$ cat src/rtl/relu_maxpool_pkg.sv
// ============================================================================
// relu_maxpool_pkg : shared widths, row-phase encoding and max helper
// Rev 1.0
// ============================================================================
`default_nettype none

package relu_maxpool_pkg;
  localparam int PIX_IN_W  = 32;
  localparam int PIX_OUT_W = 16;
  localparam int SAT_LIMIT = 32767;

  typedef enum logic [0:0] {EVEN_ROW = 1'b0, ODD_ROW = 1'b1} row_phase_t;

  function automatic logic signed [PIX_IN_W-1:0] smax(
    input logic signed [PIX_IN_W-1:0] a,
    input logic signed [PIX_IN_W-1:0] b
  );
    return (a > b) ? a : b;
  endfunction
endpackage

`default_nettype wire

$ cat src/rtl/relu_maxpool_if.sv
// ============================================================================
// relu_maxpool_if : input pixel stream and pooled output stream handshakes
// Rev 1.0
// ============================================================================
`default_nettype none

interface relu_maxpool_if;
  import relu_maxpool_pkg::*;

  logic                        in_valid;
  logic signed [PIX_IN_W-1:0]  in_pix;
  logic                        in_ready;
  logic                        out_valid;
  logic signed [PIX_OUT_W-1:0] out_pix;
  logic                        out_ready;
  logic                        out_last;

  modport master (
    output in_valid, in_pix, out_ready,
    input  in_ready, out_valid, out_pix, out_last
  );

  modport slave (
    input  in_valid, in_pix, out_ready,
    output in_ready, out_valid, out_pix, out_last
  );
endinterface

`default_nettype wire

$ cat src/rtl/relu_maxpool_pool_line_buffer.sv
// ============================================================================
// pool_line_buffer : single-port RAM of partial row maxima, sync write,
// combinational read
// Rev 1.0
// ============================================================================
`default_nettype none

module pool_line_buffer #(
  parameter int DEPTH = 4,
  parameter int WIDTH = 32,
  parameter int AW    = (DEPTH > 1) ? $clog2(DEPTH) : 1
) (
  input  logic             clk,
  input  logic             we,
  input  logic [AW-1:0]    addr,
  input  logic [WIDTH-1:0] wdata,
  output logic [WIDTH-1:0] rdata
);
  logic [WIDTH-1:0] mem [DEPTH];

  always_ff @(posedge clk) begin
    if (we) mem[addr] <= wdata;
  end

  assign rdata = mem[addr];
endmodule

`default_nettype wire

$ cat src/rtl/relu_maxpool.sv
// ============================================================================
// relu_maxpool : ReLU, 2x2 stride-2 max pooling and shift/saturate
// requantisation of a raster-order convolution feature map
// Rev 1.0
// ============================================================================
`default_nettype none

module relu_maxpool
  import relu_maxpool_pkg::*;
#(
  parameter int IMG_W = 8,
  parameter int IMG_H = 8,
  parameter int SHIFT = 0
) (
  input  logic clk,
  input  logic rst,
  relu_maxpool_if.slave bus
);
  localparam int CW    = (IMG_W > 1) ? $clog2(IMG_W) : 1;
  localparam int RW    = (IMG_H > 1) ? $clog2(IMG_H) : 1;
  localparam int DEPTH = IMG_W / 2;
  localparam int AW    = (DEPTH > 1) ? $clog2(DEPTH) : 1;
  localparam logic [CW-1:0] COL_MAX = CW'(IMG_W - 1);
  localparam logic [RW-1:0] ROW_MAX = RW'(IMG_H - 1);
  localparam logic [0:0]    ST_EVEN = EVEN_ROW;
  localparam logic [0:0]    ST_ODD  = ODD_ROW;
  localparam logic signed [PIX_IN_W-1:0] SAT_MAX = PIX_IN_W'(SAT_LIMIT);

  logic [CW-1:0] col;
  logic [RW-1:0] row;
  logic [0:0]    state;
  logic signed [PIX_IN_W-1:0] hreg;

  logic                        out_valid_q;
  logic [PIX_OUT_W-1:0]        out_pix_q;
  logic                        out_last_q;

  logic                        accept;
  logic                        col_wrap;
  logic                        frame_wrap;
  logic                        odd_col;
  logic                        win_done;
  logic                        lbuf_we;
  logic [AW-1:0]               lbuf_addr;
  logic signed [PIX_IN_W-1:0]  relu;
  logic signed [PIX_IN_W-1:0]  lbuf_rd;
  logic signed [PIX_IN_W-1:0]  hmax;
  logic signed [PIX_IN_W-1:0]  win_max;
  logic signed [PIX_IN_W-1:0]  shifted;
  logic [PIX_OUT_W-1:0]        sat;

  assign bus.in_ready  = !out_valid_q || bus.out_ready;
  assign bus.out_valid = out_valid_q;
  assign bus.out_pix   = out_pix_q;
  assign bus.out_last  = out_last_q;

  assign accept     = bus.in_valid && bus.in_ready;
  assign col_wrap   = (col == COL_MAX);
  assign frame_wrap = col_wrap && (row == ROW_MAX);
  assign odd_col    = col[0];
  assign relu       = bus.in_pix[PIX_IN_W-1] ? '0 : bus.in_pix;

  assign hmax     = smax(hreg, relu);
  assign win_max  = smax(lbuf_rd, hmax);
  // Window maximum is non-negative, so the arithmetic shift never goes below 0
  assign shifted  = win_max >>> SHIFT;
  assign sat      = (shifted > SAT_MAX) ? PIX_OUT_W'(SAT_LIMIT) : shifted[PIX_OUT_W-1:0];

  assign lbuf_addr = AW'(col >> 1);
  assign lbuf_we   = accept && odd_col && (state == ST_EVEN);
  assign win_done  = accept && odd_col && (state == ST_ODD);

  pool_line_buffer #(
    .DEPTH (DEPTH),
    .WIDTH (PIX_IN_W),
    .AW    (AW)
  ) u_lbuf (
    .clk   (clk),
    .we    (lbuf_we),
    .addr  (lbuf_addr),
    .wdata (hmax),
    .rdata (lbuf_rd)
  );

  always_ff @(posedge clk or posedge rst) begin
    if (rst) begin
      col   <= '0;
      row   <= '0;
      state <= ST_EVEN;
      hreg  <= '0;
    end else if (accept) begin
      col <= col_wrap ? '0 : col + CW'(1);
      if (col_wrap) begin
        row   <= (row == ROW_MAX) ? '0 : row + RW'(1);
        state <= frame_wrap ? ST_EVEN : ~state;
      end
      if (!odd_col) hreg <= relu;
    end
  end

  always_ff @(posedge clk or posedge rst) begin
    if (rst) begin
      out_valid_q <= 1'b0;
      out_pix_q   <= '0;
      out_last_q  <= 1'b0;
    end else if (win_done) begin
      out_valid_q <= 1'b1;
      out_pix_q   <= sat;
      out_last_q  <= frame_wrap;
    end else if (bus.out_ready) begin
      out_valid_q <= 1'b0;
    end
  end
endmodule

`default_nettype wire

$ cat src/flat_wrapper.sv
// flat-port wrapper written by rule: the top's interface ports become plain ports
module relu_maxpool_flat import relu_maxpool_pkg::*;
#(
  parameter int IMG_W = 8,
  parameter int IMG_H = 8,
  parameter int SHIFT = 0
)
  (clk, rst, bus_in_valid, bus_in_pix, bus_out_ready, bus_in_ready, bus_out_valid, bus_out_pix, bus_out_last);
  relu_maxpool_if bus_i ();
  input  logic clk;
  input  logic rst;
  input wire logic [$bits(bus_i.in_valid)-1:0] bus_in_valid;
  input wire logic [$bits(bus_i.in_pix)-1:0] bus_in_pix;
  input wire logic [$bits(bus_i.out_ready)-1:0] bus_out_ready;
  output wire logic [$bits(bus_i.in_ready)-1:0] bus_in_ready;
  output wire logic [$bits(bus_i.out_valid)-1:0] bus_out_valid;
  output wire logic [$bits(bus_i.out_pix)-1:0] bus_out_pix;
  output wire logic [$bits(bus_i.out_last)-1:0] bus_out_last;
  assign bus_i.in_valid = bus_in_valid;
  assign bus_i.in_pix = bus_in_pix;
  assign bus_i.out_ready = bus_out_ready;
  assign bus_in_ready = bus_i.in_ready;
  assign bus_out_valid = bus_i.out_valid;
  assign bus_out_pix = bus_i.out_pix;
  assign bus_out_last = bus_i.out_last;
  relu_maxpool #(.IMG_W(IMG_W), .IMG_H(IMG_H), .SHIFT(SHIFT)) u_core (.clk(clk), .rst(rst), .bus(bus_i));
endmodule
$ cat config.mk
export PLATFORM = sky130hd
export DESIGN_NAME = relu_maxpool_flat
export DESIGN_NICKNAME = d
export VERILOG_FILES = /design/src/rtl/relu_maxpool_pkg.sv /design/src/rtl/relu_maxpool_if.sv /design/src/rtl/relu_maxpool_pool_line_buffer.sv /design/src/rtl/relu_maxpool.sv /design/src/flat_wrapper.sv
export SDC_FILE = /design/constraint.sdc
export NUM_CORES = 1
export LEC_CHECK = 0
export CORE_ASPECT_RATIO = 0.75
export CORE_MARGIN = 2
export CORE_UTILIZATION = 64
export CTS_CLUSTER_DIAMETER = 80
export DETAILED_ROUTE_END_ITERATION = 8
export DONT_BUFFER_PORTS = 1
export GPL_TIMING_DRIVEN = 0
export PLACE_DENSITY_LB_ADDON = 0.05
export REMOVE_ABC_BUFFERS = 1
export SYNTH_ARGS = -nofsm -noshare
export SYNTH_HDL_FRONTEND = slang
export SYNTH_SLANG_ARGS = --single-unit
export TNS_END_PERCENT = 30
$ cat constraint.sdc
create_clock -name clk -period 6.7 [get_ports clk]
set_input_delay 1.005 -clock clk [delete_from_list [all_inputs] [get_ports clk]]
set_output_delay 1.005 -clock clk [all_outputs]
set_load 0.05 [all_outputs]
==> impl_metrics.yaml <==
job:
  drv_cap: 0
worst_setup_path:
  slowest_stage: "a22oi_4"
  critical_path.max_fanout: 26
  cp_cell_sequence: "clkinv_1 > nand2_1 > ha_1 > a21oi_1 > nor2_1 > a211oi_1 > o211ai_1 > a22oi_4 > nor2b_1 > a31oi_1 > ha_1 > a21o_1 > a21o_1 > a21oi_1 > o21ai_1 > a2111oi_0 > nand2_1 > a211o_1 > and3_1 > a221oi_1"
  required_ns: 7.03
  critPathLaunchType: "primary input"
  crit_start: "bus_in_pix[31]"
  path_class: "primary input to flop"
  r2r_end: "u_core.bus.out_pix[6]$_DFFE_PP0P_"
  worstSetupEndpoint: "u_core.bus.out_pix[6]$_DFFE_PP0P_"
  r2r-start: "u_core.hreg[30]$_DFFE_PP0P_"
  r2r_setup_slack_ns: 1.15
  max_stage_delay_ns: 0.53
  crit_buf_inv: 1
  path_delay_family: "compound AO/OA/AOI/OAI gates"
  path_depth: 20
  end_kind: "flop"
  crit_arrival_ns: 6.57
  worst_r2r_path_depth: 17
finish:
  fillers: 920
  multi_input_area_um2: 3570
  diodes: 0
  final_nets: 810
  drive_above_1_share_pct: 15.2
  syn2layout_area_growth_pct: 10.6
  post-route-util_pct: 72.6
  regArea_um2: 5130
timing:
  finClkSkew_ns: 0.0113
  grt_setup_unrepaired: "false"
  hold_ws_ns: 0.456
  tightest_slew_ns: 1.05
  tns_ns: 0
  slew_violations: 0
  period_minus_slack_ns: 6.25
  setup_viol: 0
  fmax_ghz: 0.160
  slew-limit-headroom_pct: 30.1
  hold_violations: 0
  timing.final.crit_share_pct: 93.2
place:
  dpl.hpwl_um: 13900
  place_congestion: 0.876
  portBuffers: 0
clock_tree:
  path_clk_slew_ns: 0.07
  cts_htree_levels: 4
  root_buffer: "clkbuf_16"
  clock_latency_ns: 0.44
  cts_buffers: 17
  ctsLongestPathBuffers: 2
  cts_tree: "built"
  clock_sinks: 180
yosys:
  ys_seq_elements: 180
  synth_compound_area_share_pct: 9.11
  postSynthCellCount: 699
  synthXorXnorAreaFrac_pct: 0.194
  synth_top_family_by_area: "simple AND/OR/NAND/NOR gates"
  synthMuxAreaShare_pct: 10.2
  synth-simple-area-share_pct: 10.4
  syn_area_um2: 9030
  syn_area_per_cell_um2: 12.9
  ys_types: 43
  seq_area_frac_synth_pct: 56.7
  yosys.area_share.adder_pct: 9.00
  ys_warn_count: 0
detailed_routing:
  vias: 5829
  antenna_left: 0
  firstDrtPassIters: 5
  drtIter0Drc: 507
  drt-wirelength-per-cell_um: 22.7
  vias_per_cell: 6.50
  route.detailed.drc: 0
  routed_wl_um: 20300
power:
  sequentialPowerShare_pct: 38.4
  p_int_uw: 2890
  pwr_density_cell_nw_per_um2: 490
  combPwrFrac_pct: 40.9
  ir_drop_mv: 0.243
  clock_power_share_pct: 20.7
  p_switching_uw: 2000
  total_power_uw: 4890
  switching_share_pct: 41.0
  p_leak_uw: 0.00410
global_route:
  grt_pass1_wl_um: 30800
  grt_pass1_vias: 5658
  globalRouteOverflowTotal: 0
  grt_antenna_before_repair: 0
  grt_max_degree: 62
  track_usage_pct: 27.7
die:
  io_pins: 55
  initial_core_util_pct: 65.7
  die_w_um: 141
  coreArea_um2: 13700
  rows: 37
  die_area_um2: 15100
  fp.dieH_um: 107
hold_path:
  hp-class: "primary input to asynchronous set/reset pin"
status:
  status: "completed"
==> how the worst min path moves through the flow <==
| stage | from | end | slack [ns] |
|---|---|---|---|
| 6_report | rst | u_core.hreg[14]$_DFFE_PP0P_ | 0.46 |
| 5_1_grt | rst | u_core.hreg[14]$_DFFE_PP0P_ | 0.47 |
| 4_1_cts | rst | u_core.hreg[14]$_DFFE_PP0P_ | 0.46 |
| 3_5_place_dp | u_core.hreg[6]$_DFFE_PP0P_ | u_core.hreg[6]$_DFFE_PP0P_ | 0.50 |
| 3_3_place_gp | u_core.hreg[10]$_DFFE_PP0P_ | u_core.hreg[10]$_DFFE_PP0P_ | 0.48 |
| 2_1_floorplan | u_core.hreg[10]$_DFFE_PP0P_ | u_core.hreg[10]$_DFFE_PP0P_ | 0.47 |
==> stage by stage <==
step	instances	instance area, um^2	setup slack (ns)
6_report	897	9990	0.453
5_1_grt	897	9990	0.0252
4_1_cts	891	9910	0.00935
3_5_place_dp	858	9290	-0.820
3_3_place_gp	845	9110	-1.54
2_1_floorplan	670	8890	0.640
==> placed cells by master, fill, tap and decap left out, types with 2 or more instances in the layout <==
cell	n
a211o_1	2
a211oi_1	2
a21o_1	17
a21oi_1	23
a221oi_1	4
a221oi_2	12
a22oi_2	2
a31oi_1	13
and2_1	2
and3_1	3
and4_1	2
buf_12	5
buf_4	9
buf_6	4
clkbuf_16	17
clkinv_4	2
clkinv_8	3
dfrtp_1	54
dfrtp_2	2
edfxtp_1	124
ha_1	65
inv_1	64
inv_6	2
inv_8	5
mux2_2	4
mux2i_1	20
mux4_2	30
nand2_1	67
nand3_1	8
nand3b_1	4
nand4_1	16
nor2_1	24
nor2b_1	32
nor3_1	6
nor4_1	11
nor4_2	3
o21ai_0	37
o21ai_1	4
xnor2_1	2
==> flip-flops by register name, indices dropped and copies added, names as in the netlist <==
register,flops
u_core.u_lbuf.mem,124
u_core.hreg,31
u_core.row,3
u_core.bus.out_valid,1
u_core.bus.out_last,1
u_core.state,1
u_core.bus.out_pix,16
u_core.col,3
==> timing repair <==
action                                  in CTS  in global routing
cloned                                       1                  1
hold buffers                                 0                  0
endpoints found under the setup margin      15                 15
hold endpoints to repair                     0                  0
resized for setup                            0                  1
pin swaps                                    1                  3
setup buffers                                0                  4
==> Yosys cell counts (all sizes together) <==
library cell    n  share of area (%)
nand4          16                1.1
nand2          67                2.8
nand3b          4               0.33
or4             1              0.083
and3            4               0.28
a211oi          2               0.17
o211ai          1              0.083
nor2b          32                2.2
mux2            4               0.50
a221oi         16                2.4
nor2           25                1.0
buf            13               0.94
nor4           14                1.1
and4            2               0.19
clkinv          1              0.042
xnor2           2               0.19
inv            65                2.7
a2111oi         1              0.097
ha             65                9.0
clkbuf         16               0.66
nand3           8               0.44
o21ai          41                2.3
or4b            1               0.11
nand2b          2               0.14
edfxtp        124                 41
a21oi          24                1.4
nor4b           1              0.097
dfrtp          56                 16
a211o           2               0.19
a21o           17                1.4
mux2i          20                2.2
nor3            6               0.33
mux4           30                7.5
a31oi          13               0.90
a22oi           1               0.24
and2            2               0.14
==> routing by layer <==
metal | track usage, % | share of wire [%] | up-vias
met5 | 0 | 0 | -
met4 | 7.57 | 1.5 | 0
met3 | 8.84 | 8.7 | 25
met2 | 39.9 | 44 | 230
met1 | 41.0 | 46 | 2931
li1 | - | - | 2643
==> area by class of cell <==
type,instances,area share [%]
clock inverter,15,1.83
inverter,66,2.48
tap,175,2.19
multi-input combinational,426,35.8
sequential,180,51.3
clock buffer,17,4.26
timing repair buffer,18,2.13
==> kinds of logic (layout without fill, tap and decap cells) <==
group | count (synthesis) | after routing
simple gates | 185 | 185
flops | 180 | 180
compound gates | 118 | 120
buf+inv | 95 | 116
fa+ha+maj | 65 | 65
mux | 54 | 54
xor+xnor | 2 | 2
==> power by group through the flow <==
| stage | Combinational (uW) | Sequential, uW | Clock (uW) |
|---|---|---|---|
| after detailed placement | 1860 | 1900 | 0 |
| after global routing | 2190 | 1900 | 1070 |
| after floorplan | 1300 | 1880 | 0 |
| final | 2000 | 1880 | 1010 |
| after global placement | 1650 | 1960 | 0 |
| after CTS | 1890 | 1880 | 1020 |
Note: power is estimated with default switching activity, not from simulation.
